File: src/rtl/servo_sequencer.sv
// Timed motion-profile controller driving the pulso speed select:
// RUN at a latched speed, optional PAUSE, repeated a programmed number of times.
module servo_sequencer #(
    parameter int TICK_CYCLES = 50_000_000
) (
    input  logic       clk,
    input  logic       rst_n,
    input  logic       start,
    input  logic       abort,
    input  logic [1:0] run_sel,
    input  logic [3:0] run_time,
    input  logic [3:0] stop_time,
    input  logic [3:0] repeat_cnt,
    output logic [1:0] sel,
    output logic       busy,
    output logic       done
);

    localparam int TW = (TICK_CYCLES > 1) ? $clog2(TICK_CYCLES) : 1;
    localparam logic [TW-1:0] TICK_LAST = TW'(TICK_CYCLES - 1);
    localparam logic [1:0] SEL_STOP = 2'd3;

    typedef enum logic [1:0] {IDLE, RUN, PAUSE, FINISH} state_t;

    state_t        state_q, state_d;
    logic [TW-1:0] tick_q, tick_d;
    logic [3:0]    sec_q, sec_d;
    logic [3:0]    rep_q, rep_d;
    logic [1:0]    cfg_sel_q, cfg_sel_d;
    logic [3:0]    cfg_run_q, cfg_run_d;
    logic [3:0]    cfg_stop_q, cfg_stop_d;
    logic [3:0]    cfg_rep_q, cfg_rep_d;
    logic [1:0]    sel_q, sel_d;
    logic          busy_q, busy_d;
    logic          done_q, done_d;
    logic          tick_wrap;
    logic [3:0]    sec_inc;
    logic [3:0]    rep_inc;

    always_comb begin
        state_d    = state_q;
        tick_d     = tick_q;
        sec_d      = sec_q;
        rep_d      = rep_q;
        cfg_sel_d  = cfg_sel_q;
        cfg_run_d  = cfg_run_q;
        cfg_stop_d = cfg_stop_q;
        cfg_rep_d  = cfg_rep_q;
        tick_wrap  = (tick_q == TICK_LAST);
        sec_inc    = sec_q + 4'd1;
        rep_inc    = rep_q + 4'd1;

        case (state_q)
            IDLE: begin
                if (start && !abort) begin
                    cfg_sel_d  = run_sel;
                    cfg_run_d  = run_time;
                    cfg_stop_d = stop_time;
                    cfg_rep_d  = repeat_cnt;
                    tick_d     = '0;
                    sec_d      = 4'd0;
                    rep_d      = 4'd0;
                    state_d    = (run_time == 4'd0) ? FINISH : RUN;
                end
            end
            RUN: begin
                if (abort) begin
                    state_d = IDLE;
                end else if (!tick_wrap) begin
                    tick_d = tick_q + TW'(1);
                end else begin
                    tick_d = '0;
                    sec_d  = sec_inc;
                    if (sec_inc == cfg_run_q) begin
                        sec_d = 4'd0;
                        rep_d = rep_inc;
                        // repeat_cnt of 0 never matches, so the counter just wraps
                        if (cfg_rep_q != 4'd0 && rep_inc == cfg_rep_q) begin
                            state_d = FINISH;
                        end else if (cfg_stop_q == 4'd0) begin
                            state_d = RUN;
                        end else begin
                            state_d = PAUSE;
                        end
                    end
                end
            end
            PAUSE: begin
                if (abort) begin
                    state_d = IDLE;
                end else if (!tick_wrap) begin
                    tick_d = tick_q + TW'(1);
                end else begin
                    tick_d = '0;
                    sec_d  = sec_inc;
                    if (sec_inc == cfg_stop_q) begin
                        sec_d   = 4'd0;
                        state_d = RUN;
                    end
                end
            end
            default: begin
                state_d = IDLE;
            end
        endcase

        // Outputs are registered from the next state so they line up with it
        sel_d  = (state_d == RUN) ? cfg_sel_d : SEL_STOP;
        busy_d = (state_d == RUN) || (state_d == PAUSE);
        done_d = (state_d == FINISH);
    end

    always_ff @(posedge clk or negedge rst_n) begin
        if (!rst_n) begin
            state_q    <= IDLE;
            tick_q     <= '0;
            sec_q      <= 4'd0;
            rep_q      <= 4'd0;
            cfg_sel_q  <= SEL_STOP;
            cfg_run_q  <= 4'd0;
            cfg_stop_q <= 4'd0;
            cfg_rep_q  <= 4'd0;
            sel_q      <= SEL_STOP;
            busy_q     <= 1'b0;
            done_q     <= 1'b0;
        end else begin
            state_q    <= state_d;
            tick_q     <= tick_d;
            sec_q      <= sec_d;
            rep_q      <= rep_d;
            cfg_sel_q  <= cfg_sel_d;
            cfg_run_q  <= cfg_run_d;
            cfg_stop_q <= cfg_stop_d;
            cfg_rep_q  <= cfg_rep_d;
            sel_q      <= sel_d;
            busy_q     <= busy_d;
            done_q     <= done_d;
        end
    end

    assign sel  = sel_q;
    assign busy = busy_q;
    assign done = done_q;

endmodule

File: config.mk
export PLATFORM = sky130hd
export DESIGN_NAME = servo_sequencer
export DESIGN_NICKNAME = d
export VERILOG_FILES = /design/src/rtl/servo_sequencer.sv
export SDC_FILE = /design/constraint.sdc
export NUM_CORES = 1
export LEC_CHECK = 0
export CAP_MARGIN = 5
export CELL_PAD_IN_SITES_DETAIL_PLACEMENT = 0
export CELL_PAD_IN_SITES_GLOBAL_PLACEMENT = 1
export CORE_UTILIZATION = 46
export CTS_BUF_LIST = sky130_fd_sc_hd__clkbuf_16
export CTS_CLUSTER_DIAMETER = 60
export CTS_CLUSTER_SIZE = 30
export DETAILED_ROUTE_END_ITERATION = 6
export PLACE_DENSITY_LB_ADDON = 0.1
export SLEW_MARGIN = 15
export SYNTH_ARGS = -nofsm -noshare
export SYNTH_HDL_FRONTEND = slang
export SYNTH_SLANG_ARGS = --single-unit
File: constraint.sdc
create_clock -name clk -period 3.1 [get_ports clk]
set_clock_uncertainty 0.1 [all_clocks]
set_input_delay 0.31 -clock clk [delete_from_list [all_inputs] [get_ports clk]]
set_output_delay 0.31 -clock clk [all_outputs]
set_load 0.02 [all_outputs]
==> flow_metrics.py, run 1 <==
metrics = {
    "die": {
        "start_util_pct": 48.8,
        "fp.dieW_microns": 85.0,
        "core_sq_um": 6490,
        "core.rowCount": 29,
        "io_pins": 22,
        "die_h_microns": 85.0,
        "die_area_sq_um": 7230,
    },
    "drt": {
        "wirelength_mm": 6.90,
        "drc_errors": 0,
        "wl_met1_mm": 3.69,
        "wl_met3_microns": 223,
        "drtIter0Drc": 137,
        "drt-wirelength-per-cell_microns": 16.1,
        "ant_nets": 0,
        "dr.pass1.iters": 4,
        "vias": 2565,
        "met2_wirelength_mm": 2.96,
        "top_layer_used": "met4",
        "drt-vias-per-instance": 5.98,
    },
    "setup_path": {
        "rrSetupSlack_ns": 0.30,
        "crit_fanout": 8,
        "crit_path_top_delay_cell": "a2111oi_0",
        "startpoint_type": "register",
        "critical_path.cell_chain": "ha_1 -> nor3_1 -> a211o_1 -> a2111oi_0 -> nor3_1 -> o21ai_1 -> ha_1 -> inv_1 -> or2_2",
        "worstPathRequired_ns": 3.21,
        "critPathKind": "register to register",
        "setup.worst_path.end_class": "register",
        "cp.arrival_ns": 2.92,
        "critPathMaxStageDelay_ns": 0.58,
    },
    "finish": {
        "multi_input_area_sq_um": 1720,
        "fin_cells": 429,
        "fin_nets": 378,
        "drive_gt1_share_pct": 12.2,
        "final_core_util_pct": 55.7,
        "fillCellCount": 592,
        "diodes": 0,
        "area_delta_synth_final_pct": 14.0,
        "regArea_sq_um": 1360,
    },
    "pwr": {
        "leakage_uw": 0.00146,
        "clockPowerShare_pct": 22.3,
        "power_switching_uw": 813,
        "peakVddDrop_mv": 0.427,
        "combPwrFrac_pct": 36.1,
        "p_int_uw": 1550,
        "power_density_nw_per_um2": 654,
        "seq_power_share_pct": 41.5,
        "switching_share_pct": 34.4,
    },
    "clock_tree": {
        "clock_latency_ns": 0.28,
        "htree_levels": 2,
        "clk_root_buffer_cell": "clkbuf_16",
        "ctsLongestPathBuffers": 2,
        "cts_buffers": 5,
        "cts_tree": "built",
        "cts_sinks": 54,
        "clk_pin_slew_worst_paths_ns": 0.07,
    },
    "synthesis": {
        "ys.flop_type": "dfrtp_1",
        "synth_top_area_share_pct": 39.4,
        "synth.area.top_cells": "dfrtp_1, mux2_2, a21oi_1, ha_1, dfstp_2",
        "synth_top_area_cell": "dfrtp_1",
        "syn_area_per_cell_sq_um": 9.73,
        "synth_edf_count": 0,
        "yosysSeqAreaShare_pct": 42.8,
        "syn_area_sq_um": 3170,
        "ys_types": 49,
        "yosysWarnings": 0,
        "ys_seq_elements": 54,
        "synthCells": 326,
        "syn_nets": 353,
        "synth-async-reset-ratio_pct": 100,
    },
    "global_routing": {
        "grt-ovfl-total": 0,
        "global_route.usage.total_pct": 20.9,
        "grt_pass1_vias": 2373,
        "antenna_found_initial": 0,
        "grt_pass1_wl_mm": 12.0,
        "grt_max_degree": 34,
    },
    "timing": {
        "finalCriticalPeriod_ns": 2.80,
        "setup_viol": 0,
        "worst_slack_ns": 0.295,
        "maxSlewHeadroom_pct": 46.2,
        "fin_crit_sh_pct": 90.5,
        "finalHoldViolCount": 0,
        "rsz0062_at_grt": "false",
        "slew_viol_final": 0,
        "tightest_slew_ns": 0.796,
        "max_freq_mhz": 357,
        "tns_ns": 0,
    },
    "placement": {
        "dpl.cell_count": 420,
        "io_buffer_count": 21,
        "place.gp.congestion": 0.799,
        "preCtsSetupSlack_ns": 0.232,
        "dp_hpwl_mm": 5.03,
    },
    "worst_hold_path": {
        "min_path_type": "register to register",
    },
    "status": {
        "outcome": "finished clean",
    },
    "flow_run": {
        "cap_violations": 0,
    },
}
placed cells by master (no fill, tap or decap), drive strengths merged, types with 4 or more instances in the layout:
cell type and instances:
a21oi 25, a22o 4, and2 4, and3 6, and4 4, buf 7, clkbuf 5, clkdlybuf4s50 20
dfrtp 50, dfstp 4, ha 9, inv 12, mux2 17, nand2 28, nand3 15, nand4 11
nor2 13, nor2b 4, nor3 7, nor4b 5, o21ai 21, o31ai 7, or2 4, or3 9
or4 9, xnor2 11, xor2 5
cells by family after synthesis:
logic type / share of synthesized area, %
compound gates: 15.4
flops: 42.8
simple gates: 23.3
mux: 6.04
buf+inv: 3.08
xor+xnor: 5.92
fa+ha+maj: 3.55
through the flow:
stage / instance area, sq um / total power, uW / hold WS (ns)
floorplan: 3170 / 1580 / -0.0856
global placement: 3470 / 1830 / 0.214
detailed placement: 3470 / 1840 / 0.209
CTS: 3610 / 2380 / 0.423
global route: 3620 / 2530 / 0.455
finish: 3620 / 2360 / 0.420
flip-flops by register name, summed over array words and instances, names as in the netlist:
register,cells
tick_q,26
cfg_rep_q,4
cfg_run_q,4
cfg_stop_q,4
rep_q,4
sec_q,4
cfg_sel_q,2
sel,2
state_q,2
busy,1
done,1
synthesized netlist by cell type (5+ instances only):
cell type and n:
nor2_1 13, or4_1 8, xnor2_1 11, xor2_1 5
dfrtp_1 50, nand3_1 15, nor3_1 7, inv_1 12
or3_1 9, nand2_1 28, clkbuf_1 7, ha_1 9
nand4_1 11, nor4b_1 5, mux2_2 17, o21ai_0 21
a21oi_1 25, and3_1 6, o31ai_1 7
worst max-delay path, delay by kind of cell, from the launching register on:
kind / cells / cell delay, ns
compound gates: 3 / 1.09
fa+ha+maj: 2 / 0.57
buf+inv: 1 / 0.04
flops: 1 / 0.47
simple gates: 3 / 0.45
what timing repair did:
item                                    4_1_cts  5_1_grt
gates resized for setup                       0        2
buffers inserted                              0        0
hold buffers                                  1        0
endpoints found under the setup margin        0        2
hold endpoints to repair                     21        0
routing by layer:
layer	up-vias	GRT usage, %
met5	-	0
met4	0	2.77
met3	2	3.21
met2	42	30.9
met1	1250	32.9
li1	1271	-
path summary, 6_finish.rpt:
path / startpoint / to / cells after the start
setup / recovery: rep_q[0]$_DFFE_PN0P_ / sel[0]$_DFF_PN1_ / 9
hold / removal: tick_q[1]$_DFFE_PN0P_ / tick_q[1]$_DFFE_PN0P_ / 2
setup reg to reg: rep_q[0]$_DFFE_PN0P_ / sel[0]$_DFF_PN1_ / 9
hold reg to reg: tick_q[1]$_DFFE_PN0P_ / tick_q[1]$_DFFE_PN0P_ / 2
max in group asynchronous: rst_n / cfg_sel_q[0]$_DFF_PN1_ / 3
min in group asynchronous: rst_n / tick_q[18]$_DFFE_PN0P_ / 2
layout make-up:
| class | instances | share of cell area [%] |
|---|---|---|
| tap | 77 | 2.66 |
| sequential | 54 | 37.5 |
| inverter | 12 | 1.25 |
| multi-input combinational | 250 | 47.6 |
| timing repair buffer | 28 | 7.19 |
| clock inverter | 3 | 0.311 |
| clock buffer | 5 | 3.46 |
power groups by stage:
stage / Combinational, uW / Sequential, uW / Clock [uW]
6_report: 855 / 982 / 528
5_1_grt: 953 / 1000 / 574
4_1_cts: 848 / 984 / 545
3_5_place_dp: 841 / 994 / 0
3_3_place_gp: 834 / 994 / 0
2_1_floorplan: 602 / 982 / 0
No activity file was read; power rests on OpenSTA's default activity.
==> inputs of run 2 (changes only) <==
--- a/config.mk
+++ b/config.mk
@@ -8,7 +8,7 @@
 export CAP_MARGIN = 5
 export CELL_PAD_IN_SITES_DETAIL_PLACEMENT = 0
 export CELL_PAD_IN_SITES_GLOBAL_PLACEMENT = 1
-export CORE_UTILIZATION = 46
+export CORE_UTILIZATION = 50
 export CTS_BUF_LIST = sky130_fd_sc_hd__clkbuf_16
 export CTS_CLUSTER_DIAMETER = 60
 export CTS_CLUSTER_SIZE = 30
==> constraint.sdc (replaced) <==
create_clock -name clk -period 3.4 [get_ports clk]
set_clock_uncertainty 0.1 [all_clocks]
set_input_delay 0.34 -clock clk [delete_from_list [all_inputs] [get_ports clk]]
set_output_delay 0.34 -clock clk [all_outputs]
set_load 0.02 [all_outputs]
==> flow_metrics.py, run 2 (synthesized netlist as in run 1, its figures left out) <==
metrics = {
    "global_routing": {
        "grt_max_degree": 36,
        "grt-ovfl-total": 0,
        "grt_pass1_vias": 2310,
        "antenna_found_initial": 0,
        "grt_pass1_wl_mm": 11.5,
        "global_route.usage.total_pct": 22.6,
    },
    "clock_tree": {
        "cts_buffers": 5,
        "cts_resized": 0,
        "postCtsSetupRepairBufs": 0,
        "cts_tree": "built",
        "clk_pin_slew_worst_paths_ns": 0.07,
        "cts_sinks": 54,
        "ctsLongestPathBuffers": 2,
        "clk_root_buffer_cell": "clkbuf_16",
        "ctsHoldBuffers": 0,
        "clock_latency_ns": 0.29,
        "htree_levels": 2,
    },
    "timing": {
        "setup_viol": 0,
        "rsz0062_at_grt": "false",
        "tns_ns": 0,
        "finalHoldViolCount": 0,
        "max_freq_mhz": 327,
        "finalCriticalPeriod_ns": 3.06,
        "maxSlewHeadroom_pct": 45.6,
        "slew_viol_final": 0,
        "tightest_slew_ns": 0.816,
        "fin_crit_sh_pct": 90.1,
    },
    "pwr": {
        "power_density_nw_per_um2": 598,
        "leakage_uw": 0.00144,
        "peakVddDrop_mv": 0.403,
    },
    "finish": {
        "fin_nets": 375,
        "final_common_cell": "dfrtp_1",
        "drive_gt1_share_pct": 11.5,
        "fillCellCount": 541,
        "mostFrequentLayoutCells": "dfrtp_1, nand2_1, a21oi_1, o21ai_0, clkdlybuf4s50_1",
        "diodes": 0,
        "stdcell_area_sq_um": 3580,
        "largest_reg_flops": 26,
        "area_delta_synth_final_pct": 13.0,
        "top_register": "tick_q",
    },
    "placement": {
        "dp_hpwl_mm": 5.02,
        "place.gp.congestion": 0.821,
        "placed_area_sq_um": 3450,
        "io_buffer_count": 21,
    },
    "status": {
        "outcome": "finished clean",
    },
    "die": {
        "start_util_pct": 52.6,
        "die_area_sq_um": 6670,
        "core_sq_um": 6030,
        "core.rowCount": 28,
        "die_h_microns": 81.6,
        "io_pins": 22,
        "fp.dieW_microns": 81.6,
    },
    "setup_path": {
        "critPathKind": "register to register",
        "r2r_end": "sel[0]$_DFF_PN1_",
        "r2r-start": "sec_q[0]$_DFFE_PN0P_",
        "rrSetupSlack_ns": 0.34,
        "worstPathRequired_ns": 3.51,
        "setup.worst_path.end_class": "register",
        "ff2ff_path_depth": 9,
        "crit_fanout": 7,
        "startpoint_type": "register",
        "cp.arrival_ns": 3.17,
    },
    "drt": {
        "vias": 2537,
        "wirelength_mm": 6.93,
        "drtIter0Drc": 122,
        "drc_errors": 0,
        "ant_nets": 0,
        "drt-vias-per-instance": 5.98,
        "drt-wirelength-per-cell_microns": 16.3,
        "dr.pass1.iters": 4,
    },
    "worst_hold_path": {
        "min_path_type": "input port to async pin",
    },
    "flow_run": {
        "cap_violations": 0,
    },
}
==> run 2: changes by cell type in the layout (fill, tap and decap cells not counted), sizes merged <==
cell,change
dlygate4sd3,-1
buf,-2
==> run 2: worst max-delay path by stage <==
stage	startpoint	end	slack, ns
CTS	sec_q[0]$_DFFE_PN0P_	sel[0]$_DFF_PN1_	0.34
global route	sec_q[0]$_DFFE_PN0P_	sel[1]$_DFF_PN1_	0.16
finish	sec_q[0]$_DFFE_PN0P_	sel[0]$_DFF_PN1_	0.34
global placement	sec_q[0]$_DFFE_PN0P_	sel[0]$_DFF_PN1_	0.50
detailed placement	sec_q[0]$_DFFE_PN0P_	sel[0]$_DFF_PN1_	0.35
floorplan	sec_q[0]$_DFFE_PN0P_	sel[0]$_DFF_PN1_	0.67
==> run 2: power breakdown <==
group	switching, uW	leakage, uW	internal, uW
Clock	221	0.0000663	266
Combinational	403	0.000670	359
Sequential	108	0.000708	786
==> run 2: worst max-delay path, cell delays in order, from the launching register on <==
cell and delay [ns]:
dfrtp_1 0.45, ha_1 0.24, xor3_1 0.42, nor3_1 0.35, and4_1 0.42, o21ai_0 0.12, o21ai_0 0.34, ha_1 0.22
inv_1 0.05, or2_2 0.28
==> run 2: area by class of cell <==
class	instances	area [sq um]	area share, %
clock inverter	3	11.3	0.314
multi-input combinational	250	1720	47.9
timing repair buffer	25	235	6.56
sequential	54	1360	37.8
clock buffer	5	125	3.49
tap	75	93.8	2.62
inverter	12	45.0	1.26
==> run 2: through the flow <==
step	power [uW]	hold WS [ns]	worst slack (ns)	util, %	std cells
3_5_place_dp	1670	0.385	0.346	57.2	416
2_1_floorplan	1440	-0.0556	0.668	-	326
3_3_place_gp	1650	0.374	0.501	57.2	416
5_1_grt	2280	0.121	0.162	59.5	424
4_1_cts	2160	0.0766	0.342	59.5	424
6_report	2140	0.0432	0.338	59.5	424
==> run 2: layer usage <==
metal	up-vias	global-route usage, %	wire length (microns)
met5	-	0	0
li1	1262	-	-
met1	1239	34.3	3650
met2	34	33.7	3040
met4	0	4.74	29
met3	2	3.67	206
